===== src/rtl/cgra_config_sequencer_if.sv =====
// Host command, config-entry and array-side bus for cgra_config_sequencer.
// master: host/test side; slave: the sequencer.
interface cgra_config_sequencer_if #(
    parameter int PE_ROW_BIT_LENGTH       = 2,
    parameter int PE_COLUMN_BIT_LENGTH    = 2,
    parameter int INPUT_NUM_BIT_LENGTH    = 3,
    parameter int OPERATION_BIT_LENGTH    = 4,
    parameter int CONTEXT_SIZE_BIT_LENGTH = 3,
    parameter int DATA_WIDTH              = 32,
    parameter int ENTRY_CNT_WIDTH         = 8,
    parameter int RUN_CNT_WIDTH           = 16
) ();
    logic                               cmd_start;
    logic [ENTRY_CNT_WIDTH-1:0]         cmd_num_entries;
    logic [CONTEXT_SIZE_BIT_LENGTH-1:0] cmd_context_max;
    logic [RUN_CNT_WIDTH-1:0]           cmd_run_cycles;
    logic                               abort;

    logic                               in_valid;
    logic                               in_ready;
    logic [PE_ROW_BIT_LENGTH-1:0]       in_row;
    logic [PE_COLUMN_BIT_LENGTH-1:0]    in_col;
    logic [INPUT_NUM_BIT_LENGTH-1:0]    in_sel1;
    logic [INPUT_NUM_BIT_LENGTH-1:0]    in_sel2;
    logic [OPERATION_BIT_LENGTH-1:0]    in_op;
    logic [DATA_WIDTH-1:0]              in_const;
    logic [CONTEXT_SIZE_BIT_LENGTH-1:0] in_ctx;

    logic [PE_ROW_BIT_LENGTH-1:0]       cfg_row;
    logic [PE_COLUMN_BIT_LENGTH-1:0]    cfg_col;
    logic [INPUT_NUM_BIT_LENGTH-1:0]    cfg_sel1;
    logic [INPUT_NUM_BIT_LENGTH-1:0]    cfg_sel2;
    logic [OPERATION_BIT_LENGTH-1:0]    cfg_op;
    logic [DATA_WIDTH-1:0]              cfg_const;
    logic [CONTEXT_SIZE_BIT_LENGTH-1:0] cfg_ctx;
    logic                               cfg_write;

    logic                               start_exec;
    logic [CONTEXT_SIZE_BIT_LENGTH-1:0] mapping_context_max_id;
    logic                               busy;
    logic                               done;
    logic                               err;

    modport master (
        output cmd_start, cmd_num_entries, cmd_context_max,
        output cmd_run_cycles, abort,
        output in_valid, in_row, in_col, in_sel1, in_sel2,
        output in_op, in_const, in_ctx,
        input  in_ready,
        input  cfg_row, cfg_col, cfg_sel1, cfg_sel2,
        input  cfg_op, cfg_const, cfg_ctx, cfg_write,
        input  start_exec, mapping_context_max_id,
        input  busy, done, err
    );

    modport slave (
        input  cmd_start, cmd_num_entries, cmd_context_max,
        input  cmd_run_cycles, abort,
        input  in_valid, in_row, in_col, in_sel1, in_sel2,
        input  in_op, in_const, in_ctx,
        output in_ready,
        output cfg_row, cfg_col, cfg_sel1, cfg_sel2,
        output cfg_op, cfg_const, cfg_ctx, cfg_write,
        output start_exec, mapping_context_max_id,
        output busy, done, err
    );
endinterface


===== src/rtl/cgra_config_sequencer.sv =====
// CGRA config loader: streams N entries onto the config bus, starts the array, times the run.
// Optional CFG_SEQ_RANGE_CHECK_EN drops out-of-range entries and raises a sticky err.
module cgra_config_sequencer #(
    parameter int PE_ROW_SIZE             = 4,
    parameter int PE_COLUMN_SIZE          = 4,
    parameter int PE_ROW_BIT_LENGTH       = 2,
    parameter int PE_COLUMN_BIT_LENGTH    = 2,
    parameter int INPUT_NUM_BIT_LENGTH    = 3,
    parameter int OPERATION_BIT_LENGTH    = 4,
    parameter int CONTEXT_SIZE_BIT_LENGTH = 3,
    parameter int DATA_WIDTH              = 32,
    parameter int ENTRY_CNT_WIDTH         = 8,
    parameter int RUN_CNT_WIDTH           = 16
) (
    input logic                    clk,
    input logic                    reset,
    cgra_config_sequencer_if.slave bus
);
    localparam int RB  = PE_ROW_BIT_LENGTH;
    localparam int CB  = PE_COLUMN_BIT_LENGTH;
    localparam int SB  = INPUT_NUM_BIT_LENGTH;
    localparam int OB  = OPERATION_BIT_LENGTH;
    localparam int XB  = CONTEXT_SIZE_BIT_LENGTH;
    localparam int DW  = DATA_WIDTH;
    localparam int ECW = ENTRY_CNT_WIDTH;
    localparam int RCW = RUN_CNT_WIDTH;

    typedef enum logic [2:0] {
        S_IDLE,
        S_LOAD,
        S_START,
        S_RUN,
        S_DONE
    } state_t;

    state_t         r_state;
    state_t         w_next;

    logic [ECW-1:0] r_ent_left;
    logic [RCW-1:0] r_run_len;
    logic [RCW-1:0] r_run_left;
    logic [XB-1:0]  r_ctx_max;

    logic [RB-1:0]  r_cfg_row;
    logic [CB-1:0]  r_cfg_col;
    logic [SB-1:0]  r_cfg_sel1;
    logic [SB-1:0]  r_cfg_sel2;
    logic [OB-1:0]  r_cfg_op;
    logic [DW-1:0]  r_cfg_const;
    logic [XB-1:0]  r_cfg_ctx;
    logic           r_cfg_write;

    logic           w_in_ready;
    logic           w_start_exec;
    logic           w_done;
    logic           w_busy;
    logic           w_accept;
    logic           w_cmd;
    logic           w_drop;

    always_ff @(posedge clk or posedge reset) begin
        if (reset) begin
            r_state <= S_IDLE;
        end else begin
            r_state <= w_next;
        end
    end

    // abort overrides every transition and also blocks the handshake
    always_comb begin
        w_next       = r_state;
        w_in_ready   = 1'b0;
        w_start_exec = 1'b0;
        w_done       = 1'b0;
        w_busy       = 1'b1;
        unique case (r_state)
            S_IDLE: begin
                w_busy = 1'b0;
                if (bus.cmd_start) begin
                    if (bus.cmd_num_entries == '0) begin
                        w_next = S_START;
                    end else begin
                        w_next = S_LOAD;
                    end
                end
            end
            S_LOAD: begin
                w_in_ready = 1'b1;
                if (bus.in_valid && r_ent_left == ECW'(1)) begin
                    w_next = S_START;
                end
            end
            S_START: begin
                w_start_exec = 1'b1;
                if (r_run_len == '0) begin
                    w_next = S_DONE;
                end else begin
                    w_next = S_RUN;
                end
            end
            S_RUN: begin
                if (r_run_left == RCW'(1)) begin
                    w_next = S_DONE;
                end
            end
            S_DONE: begin
                w_done = 1'b1;
                w_next = S_IDLE;
            end
            default: begin
                w_next = S_IDLE;
            end
        endcase
        if (bus.abort) begin
            w_next     = S_IDLE;
            w_in_ready = 1'b0;
        end
    end

    assign w_accept = bus.in_valid && w_in_ready;
    assign w_cmd    = (r_state == S_IDLE) && bus.cmd_start && !bus.abort;

`ifdef CFG_SEQ_RANGE_CHECK_EN
    localparam logic [SB-1:0] L_SEL_MAX = SB'(4);

    logic r_err;

    always_comb begin
        w_drop = (32'(bus.in_row) >= PE_ROW_SIZE)
              || (32'(bus.in_col) >= PE_COLUMN_SIZE)
              || (bus.in_sel1 > L_SEL_MAX)
              || (bus.in_sel2 > L_SEL_MAX)
              || (bus.in_ctx > r_ctx_max);
    end

    always_ff @(posedge clk or posedge reset) begin
        if (reset) begin
            r_err <= 1'b0;
        end else if (w_cmd) begin
            r_err <= 1'b0;
        end else if (w_accept && w_drop) begin
            r_err <= 1'b1;
        end
    end

    assign bus.err = r_err;
`else
    assign w_drop  = 1'b0;
    assign bus.err = 1'b0;
`endif

    always_ff @(posedge clk or posedge reset) begin
        if (reset) begin
            r_ent_left  <= '0;
            r_run_len   <= '0;
            r_run_left  <= '0;
            r_ctx_max   <= '0;
            r_cfg_row   <= '0;
            r_cfg_col   <= '0;
            r_cfg_sel1  <= '0;
            r_cfg_sel2  <= '0;
            r_cfg_op    <= '0;
            r_cfg_const <= '0;
            r_cfg_ctx   <= '0;
            r_cfg_write <= 1'b0;
        end else begin
            r_cfg_write <= 1'b0;
            if (w_cmd) begin
                r_ent_left <= bus.cmd_num_entries;
                r_run_len  <= bus.cmd_run_cycles;
                r_ctx_max  <= bus.cmd_context_max;
            end
            // dropped entries still count toward N
            if (w_accept) begin
                r_ent_left <= r_ent_left - ECW'(1);
                if (!w_drop) begin
                    r_cfg_row   <= bus.in_row;
                    r_cfg_col   <= bus.in_col;
                    r_cfg_sel1  <= bus.in_sel1;
                    r_cfg_sel2  <= bus.in_sel2;
                    r_cfg_op    <= bus.in_op;
                    r_cfg_const <= bus.in_const;
                    r_cfg_ctx   <= bus.in_ctx;
                    r_cfg_write <= 1'b1;
                end
            end
            if (r_state == S_START) begin
                r_run_left <= r_run_len;
            end else if (r_state == S_RUN && r_run_left != '0) begin
                r_run_left <= r_run_left - RCW'(1);
            end
        end
    end

    assign bus.in_ready               = w_in_ready;
    assign bus.cfg_row                = r_cfg_row;
    assign bus.cfg_col                = r_cfg_col;
    assign bus.cfg_sel1               = r_cfg_sel1;
    assign bus.cfg_sel2               = r_cfg_sel2;
    assign bus.cfg_op                 = r_cfg_op;
    assign bus.cfg_const              = r_cfg_const;
    assign bus.cfg_ctx                = r_cfg_ctx;
    assign bus.cfg_write              = r_cfg_write;
    assign bus.start_exec             = w_start_exec;
    assign bus.mapping_context_max_id = r_ctx_max;
    assign bus.busy                   = w_busy;
    assign bus.done                   = w_done;
endmodule


===== src/flat_wrapper.sv =====
// flat-port wrapper written by rule: the top's interface ports become plain ports
module cgra_config_sequencer_flat 
#(
    parameter int PE_ROW_SIZE             = 4,
    parameter int PE_COLUMN_SIZE          = 4,
    parameter int PE_ROW_BIT_LENGTH       = 2,
    parameter int PE_COLUMN_BIT_LENGTH    = 2,
    parameter int INPUT_NUM_BIT_LENGTH    = 3,
    parameter int OPERATION_BIT_LENGTH    = 4,
    parameter int CONTEXT_SIZE_BIT_LENGTH = 3,
    parameter int DATA_WIDTH              = 32,
    parameter int ENTRY_CNT_WIDTH         = 8,
    parameter int RUN_CNT_WIDTH           = 16
)
  (clk, reset, bus_cmd_start, bus_cmd_num_entries, bus_cmd_context_max, bus_cmd_run_cycles, bus_abort, bus_in_valid, bus_in_row, bus_in_col, bus_in_sel1, bus_in_sel2, bus_in_op, bus_in_const, bus_in_ctx, bus_in_ready, bus_cfg_row, bus_cfg_col, bus_cfg_sel1, bus_cfg_sel2, bus_cfg_op, bus_cfg_const, bus_cfg_ctx, bus_cfg_write, bus_start_exec, bus_mapping_context_max_id, bus_busy, bus_done, bus_err);
  cgra_config_sequencer_if #(.PE_ROW_BIT_LENGTH(PE_ROW_BIT_LENGTH), .PE_COLUMN_BIT_LENGTH(PE_COLUMN_BIT_LENGTH), .INPUT_NUM_BIT_LENGTH(INPUT_NUM_BIT_LENGTH), .OPERATION_BIT_LENGTH(OPERATION_BIT_LENGTH), .CONTEXT_SIZE_BIT_LENGTH(CONTEXT_SIZE_BIT_LENGTH), .DATA_WIDTH(DATA_WIDTH), .ENTRY_CNT_WIDTH(ENTRY_CNT_WIDTH), .RUN_CNT_WIDTH(RUN_CNT_WIDTH)) bus_i ();
  input logic clk;
  input logic reset;
  input wire logic [$bits(bus_i.cmd_start)-1:0] bus_cmd_start;
  input wire logic [$bits(bus_i.cmd_num_entries)-1:0] bus_cmd_num_entries;
  input wire logic [$bits(bus_i.cmd_context_max)-1:0] bus_cmd_context_max;
  input wire logic [$bits(bus_i.cmd_run_cycles)-1:0] bus_cmd_run_cycles;
  input wire logic [$bits(bus_i.abort)-1:0] bus_abort;
  input wire logic [$bits(bus_i.in_valid)-1:0] bus_in_valid;
  input wire logic [$bits(bus_i.in_row)-1:0] bus_in_row;
  input wire logic [$bits(bus_i.in_col)-1:0] bus_in_col;
  input wire logic [$bits(bus_i.in_sel1)-1:0] bus_in_sel1;
  input wire logic [$bits(bus_i.in_sel2)-1:0] bus_in_sel2;
  input wire logic [$bits(bus_i.in_op)-1:0] bus_in_op;
  input wire logic [$bits(bus_i.in_const)-1:0] bus_in_const;
  input wire logic [$bits(bus_i.in_ctx)-1:0] bus_in_ctx;
  output wire logic [$bits(bus_i.in_ready)-1:0] bus_in_ready;
  output wire logic [$bits(bus_i.cfg_row)-1:0] bus_cfg_row;
  output wire logic [$bits(bus_i.cfg_col)-1:0] bus_cfg_col;
  output wire logic [$bits(bus_i.cfg_sel1)-1:0] bus_cfg_sel1;
  output wire logic [$bits(bus_i.cfg_sel2)-1:0] bus_cfg_sel2;
  output wire logic [$bits(bus_i.cfg_op)-1:0] bus_cfg_op;
  output wire logic [$bits(bus_i.cfg_const)-1:0] bus_cfg_const;
  output wire logic [$bits(bus_i.cfg_ctx)-1:0] bus_cfg_ctx;
  output wire logic [$bits(bus_i.cfg_write)-1:0] bus_cfg_write;
  output wire logic [$bits(bus_i.start_exec)-1:0] bus_start_exec;
  output wire logic [$bits(bus_i.mapping_context_max_id)-1:0] bus_mapping_context_max_id;
  output wire logic [$bits(bus_i.busy)-1:0] bus_busy;
  output wire logic [$bits(bus_i.done)-1:0] bus_done;
  output wire logic [$bits(bus_i.err)-1:0] bus_err;
  assign bus_i.cmd_start = bus_cmd_start;
  assign bus_i.cmd_num_entries = bus_cmd_num_entries;
  assign bus_i.cmd_context_max = bus_cmd_context_max;
  assign bus_i.cmd_run_cycles = bus_cmd_run_cycles;
  assign bus_i.abort = bus_abort;
  assign bus_i.in_valid = bus_in_valid;
  assign bus_i.in_row = bus_in_row;
  assign bus_i.in_col = bus_in_col;
  assign bus_i.in_sel1 = bus_in_sel1;
  assign bus_i.in_sel2 = bus_in_sel2;
  assign bus_i.in_op = bus_in_op;
  assign bus_i.in_const = bus_in_const;
  assign bus_i.in_ctx = bus_in_ctx;
  assign bus_in_ready = bus_i.in_ready;
  assign bus_cfg_row = bus_i.cfg_row;
  assign bus_cfg_col = bus_i.cfg_col;
  assign bus_cfg_sel1 = bus_i.cfg_sel1;
  assign bus_cfg_sel2 = bus_i.cfg_sel2;
  assign bus_cfg_op = bus_i.cfg_op;
  assign bus_cfg_const = bus_i.cfg_const;
  assign bus_cfg_ctx = bus_i.cfg_ctx;
  assign bus_cfg_write = bus_i.cfg_write;
  assign bus_start_exec = bus_i.start_exec;
  assign bus_mapping_context_max_id = bus_i.mapping_context_max_id;
  assign bus_busy = bus_i.busy;
  assign bus_done = bus_i.done;
  assign bus_err = bus_i.err;
  cgra_config_sequencer #(.PE_ROW_SIZE(PE_ROW_SIZE), .PE_COLUMN_SIZE(PE_COLUMN_SIZE), .PE_ROW_BIT_LENGTH(PE_ROW_BIT_LENGTH), .PE_COLUMN_BIT_LENGTH(PE_COLUMN_BIT_LENGTH), .INPUT_NUM_BIT_LENGTH(INPUT_NUM_BIT_LENGTH), .OPERATION_BIT_LENGTH(OPERATION_BIT_LENGTH), .CONTEXT_SIZE_BIT_LENGTH(CONTEXT_SIZE_BIT_LENGTH), .DATA_WIDTH(DATA_WIDTH), .ENTRY_CNT_WIDTH(ENTRY_CNT_WIDTH), .RUN_CNT_WIDTH(RUN_CNT_WIDTH)) u_core (.clk(clk), .reset(reset), .bus(bus_i));
endmodule

===== config.mk =====
export PLATFORM = sky130hd
export DESIGN_NAME = cgra_config_sequencer_flat
export DESIGN_NICKNAME = d
export VERILOG_FILES = /design/src/rtl/cgra_config_sequencer_if.sv /design/src/rtl/cgra_config_sequencer.sv /design/src/flat_wrapper.sv
export SDC_FILE = /design/constraint.sdc
export NUM_CORES = 1
export LEC_CHECK = 0
export CORE_ASPECT_RATIO = 1.25
export CORE_UTILIZATION = 47
export DETAILED_ROUTE_END_ITERATION = 10
export HOLD_SLACK_MARGIN = 0.1
export PLACE_DENSITY = 0.79
export REMOVE_ABC_BUFFERS = 1
export SLEW_MARGIN = 20
export SYNTH_ARGS = -nofsm -noshare
export SYNTH_HDL_FRONTEND = slang
export SYNTH_SLANG_ARGS = --single-unit

===== constraint.sdc =====
create_clock -name clk -period 3.24 [get_ports clk]
set_input_delay 0.324 -clock clk [delete_from_list [all_inputs] [get_ports clk]]
set_output_delay 0.324 -clock clk [all_outputs]
set_load 0.01 [all_outputs]

== Word-level counts from Yosys, hierarchy flattened ==
Index checks and enable logic that the tools add are counted.
Operators by class
  multiplexer cells: 17
  eq/ne operators: 9
  add/sub/neg operators: 2
  reductions and logical operators: 13
Operators with widths (number)
  $mux 16: 2
  $eq 16x1->1 const B: 1
  $logic_not 16->1: 1
  $mux 8: 2
  $reduce_bool 16->1: 1
  $sub 16x1->16 const B: 1
  $mux 3: 5
  $pmux 3 s4: 1
  $eq 8x1->1 const B: 1
  $logic_not 8->1: 1
  $sub 8x1->8 const B: 1
  $eq 3x2->1 const B: 2
  $mux 1: 6
  $ne 3x2->1 const B: 2
  $logic_and 1x1->1: 5
  $reduce_bool 2->1: 2
  $eq 3x1->1 const B: 1
  $eq 3x3->1 const B: 1
  $logic_not 3->1: 1
  $ne 3x3->1 const B: 1
  $reduce_and 3->1: 1
  $mux 2: 1
  $logic_not 1->1: 1
Storage, ports and cells
  flip-flop bits (word level): 96
  logic and storage cells: 54
  output and inout port bits: 58

== Longest topological paths before layout ==
  word-level depth: 5
  gate-level depth with buffers: 8
  depth with buffers taken out: 7

== Worst setup path after synthesis ==
No wires, ideal clock.
  kind: register to register
  start point: reg u_core.r_run_left[0]
  end point: reg u_core.r_run_left[8]
  arrival: 1.948 ns
  clock period less this slack: 2.071 ns
  cell stages (with the launch flop): 9
  slack: 1.169 ns
  path buffers: 1
  data required time: 3.117 ns
  path through: dfrtp_1 -> inv_1 -> ha_1 -> buf_2 -> or3b_2 -> nor4b_1 -> and3_1 -> o21ai_0 -> o221a_2
Between the ends
  cells in the longest elaborated chain, start to end: 3
RTL lines
  from (decl): RTL line cgra_config_sequencer.sv:41  | logic [RCW-1:0] r_run_left;
  from (signal assigned): RTL line cgra_config_sequencer.sv:188  | r_run_left <= r_run_len;
  from (signal assigned): RTL line cgra_config_sequencer.sv:190  | r_run_left <= r_run_left - RCW'(1);
  $sub 16x1->16 / $reduce_bool 16->1 (equally long branches): RTL line cgra_config_sequencer.sv:190, cgra_config_sequencer.sv:189
  $mux 16 / $logic_and 1x1->1 (equally long branches): RTL line cgra_config_sequencer.sv:189  | end else if (r_state == S_RUN && r_run_left != '0) begin
  $mux 16 / $reduce_bool 2->1 (equally long branches)
Parallel ways exist; a longest one is shown, timed or not. The select of a mux whose other input is x is not followed.
A chain may end at the register's enable or synchronous reset.

== Worst setup path in the final report ==
  start point: reg u_core.r_state[1]
  end point: out bus_start_exec
Between the ends
  cells in the longest elaborated chain, start to end: 2
RTL lines
  from (decl): RTL line cgra_config_sequencer.sv:36  | state_t r_state;
  from (signal assigned): RTL line cgra_config_sequencer.sv:65  | r_state <= w_next;
  $eq 3x2->1: RTL line cgra_config_sequencer.sv:76  | unique case (r_state)
  $mux 1: RTL line cgra_config_sequencer.sv:76
  to (decl): RTL line flat_wrapper.sv:41  | output wire logic [$bits(bus_i.start_exec)-1:0] bus_start_exec;
Every way passes these cells.

==> report_table.html <==
<table>
<tr><th>Metric</th><th>Value</th></tr>
<tr><th colspan="2">Route</th></tr>
<tr><td>Number of vias in the routed layout</td><td>4,084</td></tr>
<tr><td>First-iteration detailed-routing DRC count</td><td>191</td></tr>
<tr><td>Routed WL per cell</td><td>15.59 um</td></tr>
<tr><td>Total DRC errors in the routed layout</td><td>0</td></tr>
<tr><td>Number of nets still failing antenna checks after routing</td><td>0</td></tr>
<tr><td>Final wirelength</td><td>11,910 um</td></tr>
<tr><td>Number of vias per cell after detailed routing</td><td>5.346</td></tr>
<tr><td>Iteration count of the initial detailed-routing pass</td><td>5</td></tr>
<tr><th colspan="2">Timing</th></tr>
<tr><td>Min Hold Slack</td><td>0.3976 ns</td></tr>
<tr><td>Final count of pins violating max slew</td><td>0</td></tr>
<tr><td>Setup repair after global routing missed its margin</td><td>no</td></tr>
<tr><td>Time the final worst path needs with I/O delays and setup</td><td>2.711 ns</td></tr>
<tr><td>Crit share post-route</td><td>0.8367</td></tr>
<tr><td>Slew at the pin closest to its max-slew limit</td><td>0.7248 ns</td></tr>
<tr><td>Clock Skew</td><td>0.007015 ns</td></tr>
<tr><td>Slew headroom</td><td>0.5162</td></tr>
<tr><td>Total count of hold-check failures in the final report</td><td>0</td></tr>
<tr><td>Upper clock frequency limit</td><td>368.9 MHz</td></tr>
<tr><td>Total setup violations reported at the end of the flow</td><td>0</td></tr>
<tr><th colspan="2">Yosys</th></tr>
<tr><td>Mapped Area</td><td>0.004400 sq mm</td></tr>
<tr><td>Number of distinct library cells after synthesis</td><td>60</td></tr>
<tr><td>Portion of the post-synthesis area used by sequential elements</td><td>0.5459</td></tr>
<tr><td>Number of warning messages in the yosys log</td><td>0</td></tr>
<tr><td>Most frequently used flop master after synthesis</td><td>sky130_fd_sc_hd__dfrtp_1</td></tr>
<tr><td>Ranking of synthesized cells by instance count</td><td>sky130_fd_sc_hd__nand2_1, sky130_fd_sc_hd__dfrtp_1, sky130_fd_sc_hd__nor2_1</td></tr>
<tr><td>Cells taking the most area after synthesis</td><td>sky130_fd_sc_hd__dfrtp_1, sky130_fd_sc_hd__nand2_1, sky130_fd_sc_hd__a21oi_1</td></tr>
<tr><td>Number of flops mapped to enable cells by yosys</td><td>0</td></tr>
<tr><td>Largest area contributor in the synthesized netlist</td><td>sky130_fd_sc_hd__dfrtp_1</td></tr>
<tr><td>Share of the synthesized area in the top cell type</td><td>0.5459</td></tr>
<tr><td>Register bit count reported by yosys</td><td>96</td></tr>
<tr><td>Cell count after synthesis</td><td>506</td></tr>
<tr><td>Most numerous cell in the Yosys netlist</td><td>sky130_fd_sc_hd__nand2_1</td></tr>
<tr><td>Fraction of synthesis flops using an asynchronous set or reset pin</td><td>1.000</td></tr>
<tr><td>Mean area per synthesized cell</td><td>8.697 sq um</td></tr>
<tr><th colspan="2">Global route</th></tr>
<tr><td>Global-route wire length before repair</td><td>19,010 um</td></tr>
<tr><td>Overall Global Routing Usage</td><td>0.2548</td></tr>
<tr><td>Vias in the first global route</td><td>4,000</td></tr>
<tr><td>Gr ovfl total</td><td>0</td></tr>
<tr><td>Initial antenna violation count</td><td>0</td></tr>
<tr><td>Maximum number of pins on one net before global-route repair</td><td>56</td></tr>
<tr><th colspan="2">Status</th></tr>
<tr><td>Result of the run</td><td>complete, no violations</td></tr>
<tr><th colspan="2">Floorplan</th></tr>
<tr><td>Area of the core</td><td>0.009125 sq mm</td></tr>
<tr><td>Horizontal die dimension</td><td>88.55 um</td></tr>
<tr><td>Initial standard-cell utilization of the core</td><td>0.4822</td></tr>
<tr><td>Total I/O pin count</td><td>139</td></tr>
<tr><td>Die Y</td><td>110.2 um</td></tr>
<tr><td>Die Area</td><td>0.009756 sq mm</td></tr>
<tr><td>Site Rows</td><td>39</td></tr>
<tr><th colspan="2">Cells and area</th></tr>
<tr><td>Cell Count, Final, Fillers Out</td><td>764</td></tr>
<tr><td>Layout Cell Area excl Fill</td><td>0.006260 sq mm</td></tr>
<tr><td>Core Util, Final</td><td>0.6860</td></tr>
<tr><td>Fraction of layout instances using a drive strength above 1</td><td>0.06708</td></tr>
<tr><td>Area added between synthesis and finish</td><td>42.25%</td></tr>
<tr><td>Diodes inserted</td><td>0</td></tr>
<tr><td>Net count, final</td><td>721</td></tr>
<tr><th colspan="2">Setup path</th></tr>
<tr><td>Critical path, cell by cell</td><td>nor2b_1, nand2_1, inv_1, clkdlybuf4s50_1</td></tr>
<tr><td>Critical Path End Type</td><td>output port</td></tr>
<tr><td>Startpoint kind of the worst setup timing path</td><td>flip-flop</td></tr>
<tr><td>Critical-path top delay cell</td><td>sky130_fd_sc_hd__clkdlybuf4s50_1</td></tr>
<tr><td>Critical path class</td><td>flip-flop to output port</td></tr>
<tr><td>WP data required</td><td>2.92 ns</td></tr>
<tr><td>Worst-path maximum fanout</td><td>10</td></tr>
<tr><td>CP max stage delay</td><td>0.54 ns</td></tr>
<tr><td>Worst endpoint data arrival time</td><td>2.39 ns</td></tr>
<tr><th colspan="2">Power</th></tr>
<tr><td>Total power divided by cell area</td><td>944.9 mW/mm^2</td></tr>
<tr><td>Share of total power in the clock network</td><td>0.220</td></tr>
<tr><td>Peak supply drop</td><td>0.5402 mV</td></tr>
<tr><td>Switching part of the total power</td><td>0.3597</td></tr>
<tr><td>Logic pwr share</td><td>0.392</td></tr>
<tr><td>Internal</td><td>3.787 mW</td></tr>
<tr><td>Cell leakage power</td><td>2.868 nW</td></tr>
<tr><td>Net switching power</td><td>2.128 mW</td></tr>
<tr><td>Fraction of power consumed by sequential logic</td><td>0.389</td></tr>
<tr><th colspan="2">Clock network</th></tr>
<tr><td>Clock-pin slew reported for the worst setup and hold paths after clock tree synthesis</td><td>0.07 ns</td></tr>
<tr><td>Clock tree from TritonCTS</td><td>yes</td></tr>
<tr><td>CTS sink count</td><td>96</td></tr>
<tr><td>H-tree lvl count</td><td>3</td></tr>
<tr><td>Clock root buffer</td><td>sky130_fd_sc_hd__clkbuf_16</td></tr>
<tr><td>Clock latency reported for the late side of the worst-skew pair</td><td>0.35 ns</td></tr>
<tr><td>Total of hold buffers inserted after clock tree synthesis</td><td>0</td></tr>
<tr><td>Post-cts repair resize count</td><td>0</td></tr>
<tr><td>Maximum root-to-sink buffer count</td><td>2</td></tr>
<tr><td>Count of buffers added by post-CTS timing repair for setup</td><td>0</td></tr>
<tr><td>Total CTS buffers</td><td>9</td></tr>
<tr><th colspan="2">Place</th></tr>
<tr><td>Post-detail-place hpwl</td><td>8299 um</td></tr>
<tr><td>Placed cell count</td><td>748</td></tr>
<tr><td>Final RePlAce weighted congestion</td><td>0.9386</td></tr>
<tr><td>Standard cell area after detailed placement</td><td>0.005893 sq mm</td></tr>
<tr><td>PortBufs</td><td>137</td></tr>
<tr><th colspan="2">Job</th></tr>
<tr><td>Max-cap violations</td><td>0</td></tr>
<tr><th colspan="2">Min path</th></tr>
<tr><td>Tightest Hold Check Type</td><td>input pin to asynchronous set/reset pin</td></tr>
</table>
-- logic make-up after synthesis --
kind of cell | share of synthesized area
AND/OR/NAND/NOR | 0.2966
flip-flops | 0.5459
AO/OA/AOI/OAI | 0.1038
buffers and inverters | 0.03241
multiplexers | 0.009099
adder cells (fa/ha/maj) | 0.01137
other | 0.0008522
-- layout by cell type (no fill, tap or decap), types with 5 or more instances in the layout --
| cell type | netlist | final |
|---|---|---|
| sky130_fd_sc_hd__nand2_1 | 224 | 223 |
| sky130_fd_sc_hd__clkdlybuf4s50_1 | 0 | 137 |
| sky130_fd_sc_hd__dfrtp_1 | 96 | 96 |
| sky130_fd_sc_hd__nor2_1 | 21 | 21 |
| sky130_fd_sc_hd__a21oi_1 | 18 | 18 |
| sky130_fd_sc_hd__o21ai_0 | 13 | 13 |
| sky130_fd_sc_hd__nor4_1 | 11 | 11 |
| sky130_fd_sc_hd__clkbuf_16 | 0 | 9 |
| sky130_fd_sc_hd__inv_1 | 9 | 8 |
| sky130_fd_sc_hd__nor3_1 | 7 | 7 |
| sky130_fd_sc_hd__nand3_1 | 6 | 6 |
| sky130_fd_sc_hd__o22ai_1 | 6 | 6 |
| sky130_fd_sc_hd__buf_4 | 1 | 6 |
| sky130_fd_sc_hd__a211oi_1 | 5 | 5 |
-- flip-flops by register name (all words and copies together), names as in the netlist --
signal	flops
u_core.bus.cfg_op	4
u_core.bus.mapping_context_max_id	3
u_core.bus.cfg_write	1
u_core.r_state	3
u_core.bus.cfg_ctx	3
u_core.bus.cfg_sel2	3
u_core.bus.cfg_row	2
u_core.bus.cfg_col	2
u_core.r_ent_left	8
u_core.bus.cfg_sel1	3
u_core.bus.cfg_const	32
u_core.r_run_len	16
u_core.r_run_left	16
-- per-layer routing --
layer,GRT usage,share of wire,vias to the layer above
li1,-,-,1949
met1,0.2955,0.39,1932
met2,0.4187,0.49,174
met3,0.09903,0.093,29
met4,0.1071,0.027,0
met5,0,0,-
-- critical path, delay by kind of cell (launching register included) --
kind	cells	cell delay, ns
AND/OR/NAND/NOR	2	0.92
buffers and inverters	2	0.66
flip-flops	1	0.46
-- final cells by class --
type                       instances  area (sq um)
clock buffer                       9         225.2
clock inverter                     7         141.4
fill                             687          2865
inverter                          11         42.54
multi-input combinational        374          1858
sequential                        96          2402
tap                              123         153.9
timing repair buffer             144          1436
-- power by group through the flow --
| stage | clock, mW | combinational, mW | sequential, mW |
|---|---|---|---|
| 2_1_floorplan | 0 | 1.01 | 2.37 |
| 3_5_place_dp | 0 | 2.30 | 2.28 |
| 6_report | 1.30 | 2.32 | 2.30 |
| 5_1_grt | 1.37 | 2.55 | 2.37 |
| 4_1_cts | 1.31 | 2.32 | 2.29 |
| 3_3_place_gp | 0 | 2.24 | 2.26 |
-- metrics by stage --
step	TNS (ns)	power (mW)	setup WS (ns)
6_report	0	5.915	0.5292
3_5_place_dp	0	4.585	0.6712
5_1_grt	0	6.283	0.2994
2_1_floorplan	-1.577	3.379	-0.2198
3_3_place_gp	0	4.503	0.7186
4_1_cts	0	5.921	0.5527
-- path summary, 6_finish.rpt --
check | startpoint | endpoint | slack, ns | cells past startpoint
setup / recovery | u_core.r_state[1]$_DFFE_PP0P_ | bus_start_exec | 0.53 | 4
hold / removal | reset | u_core.bus.cfg_row[0]$_DFFE_PP0P_ | 0.40 | 2
setup reg to reg | u_core.r_run_left[0]$_DFFE_PP0P_ | u_core.r_run_left[8]$_DFFE_PP0P_ | 0.77 | 7
hold reg to reg | u_core.bus.mapping_context_max_id[0]$_DFFE_PP0P_ | u_core.bus.mapping_context_max_id[0]$_DFFE_PP0P_ | 0.47 | 2
max in group asynchronous | reset | u_core.r_run_len[6]$_DFFE_PP0P_ | 2.12 | 3
min in group clk | u_core.bus.mapping_context_max_id[0]$_DFFE_PP0P_ | u_core.bus.mapping_context_max_id[0]$_DFFE_PP0P_ | 0.47 | 2
Power figures use the tool's default switching activity.
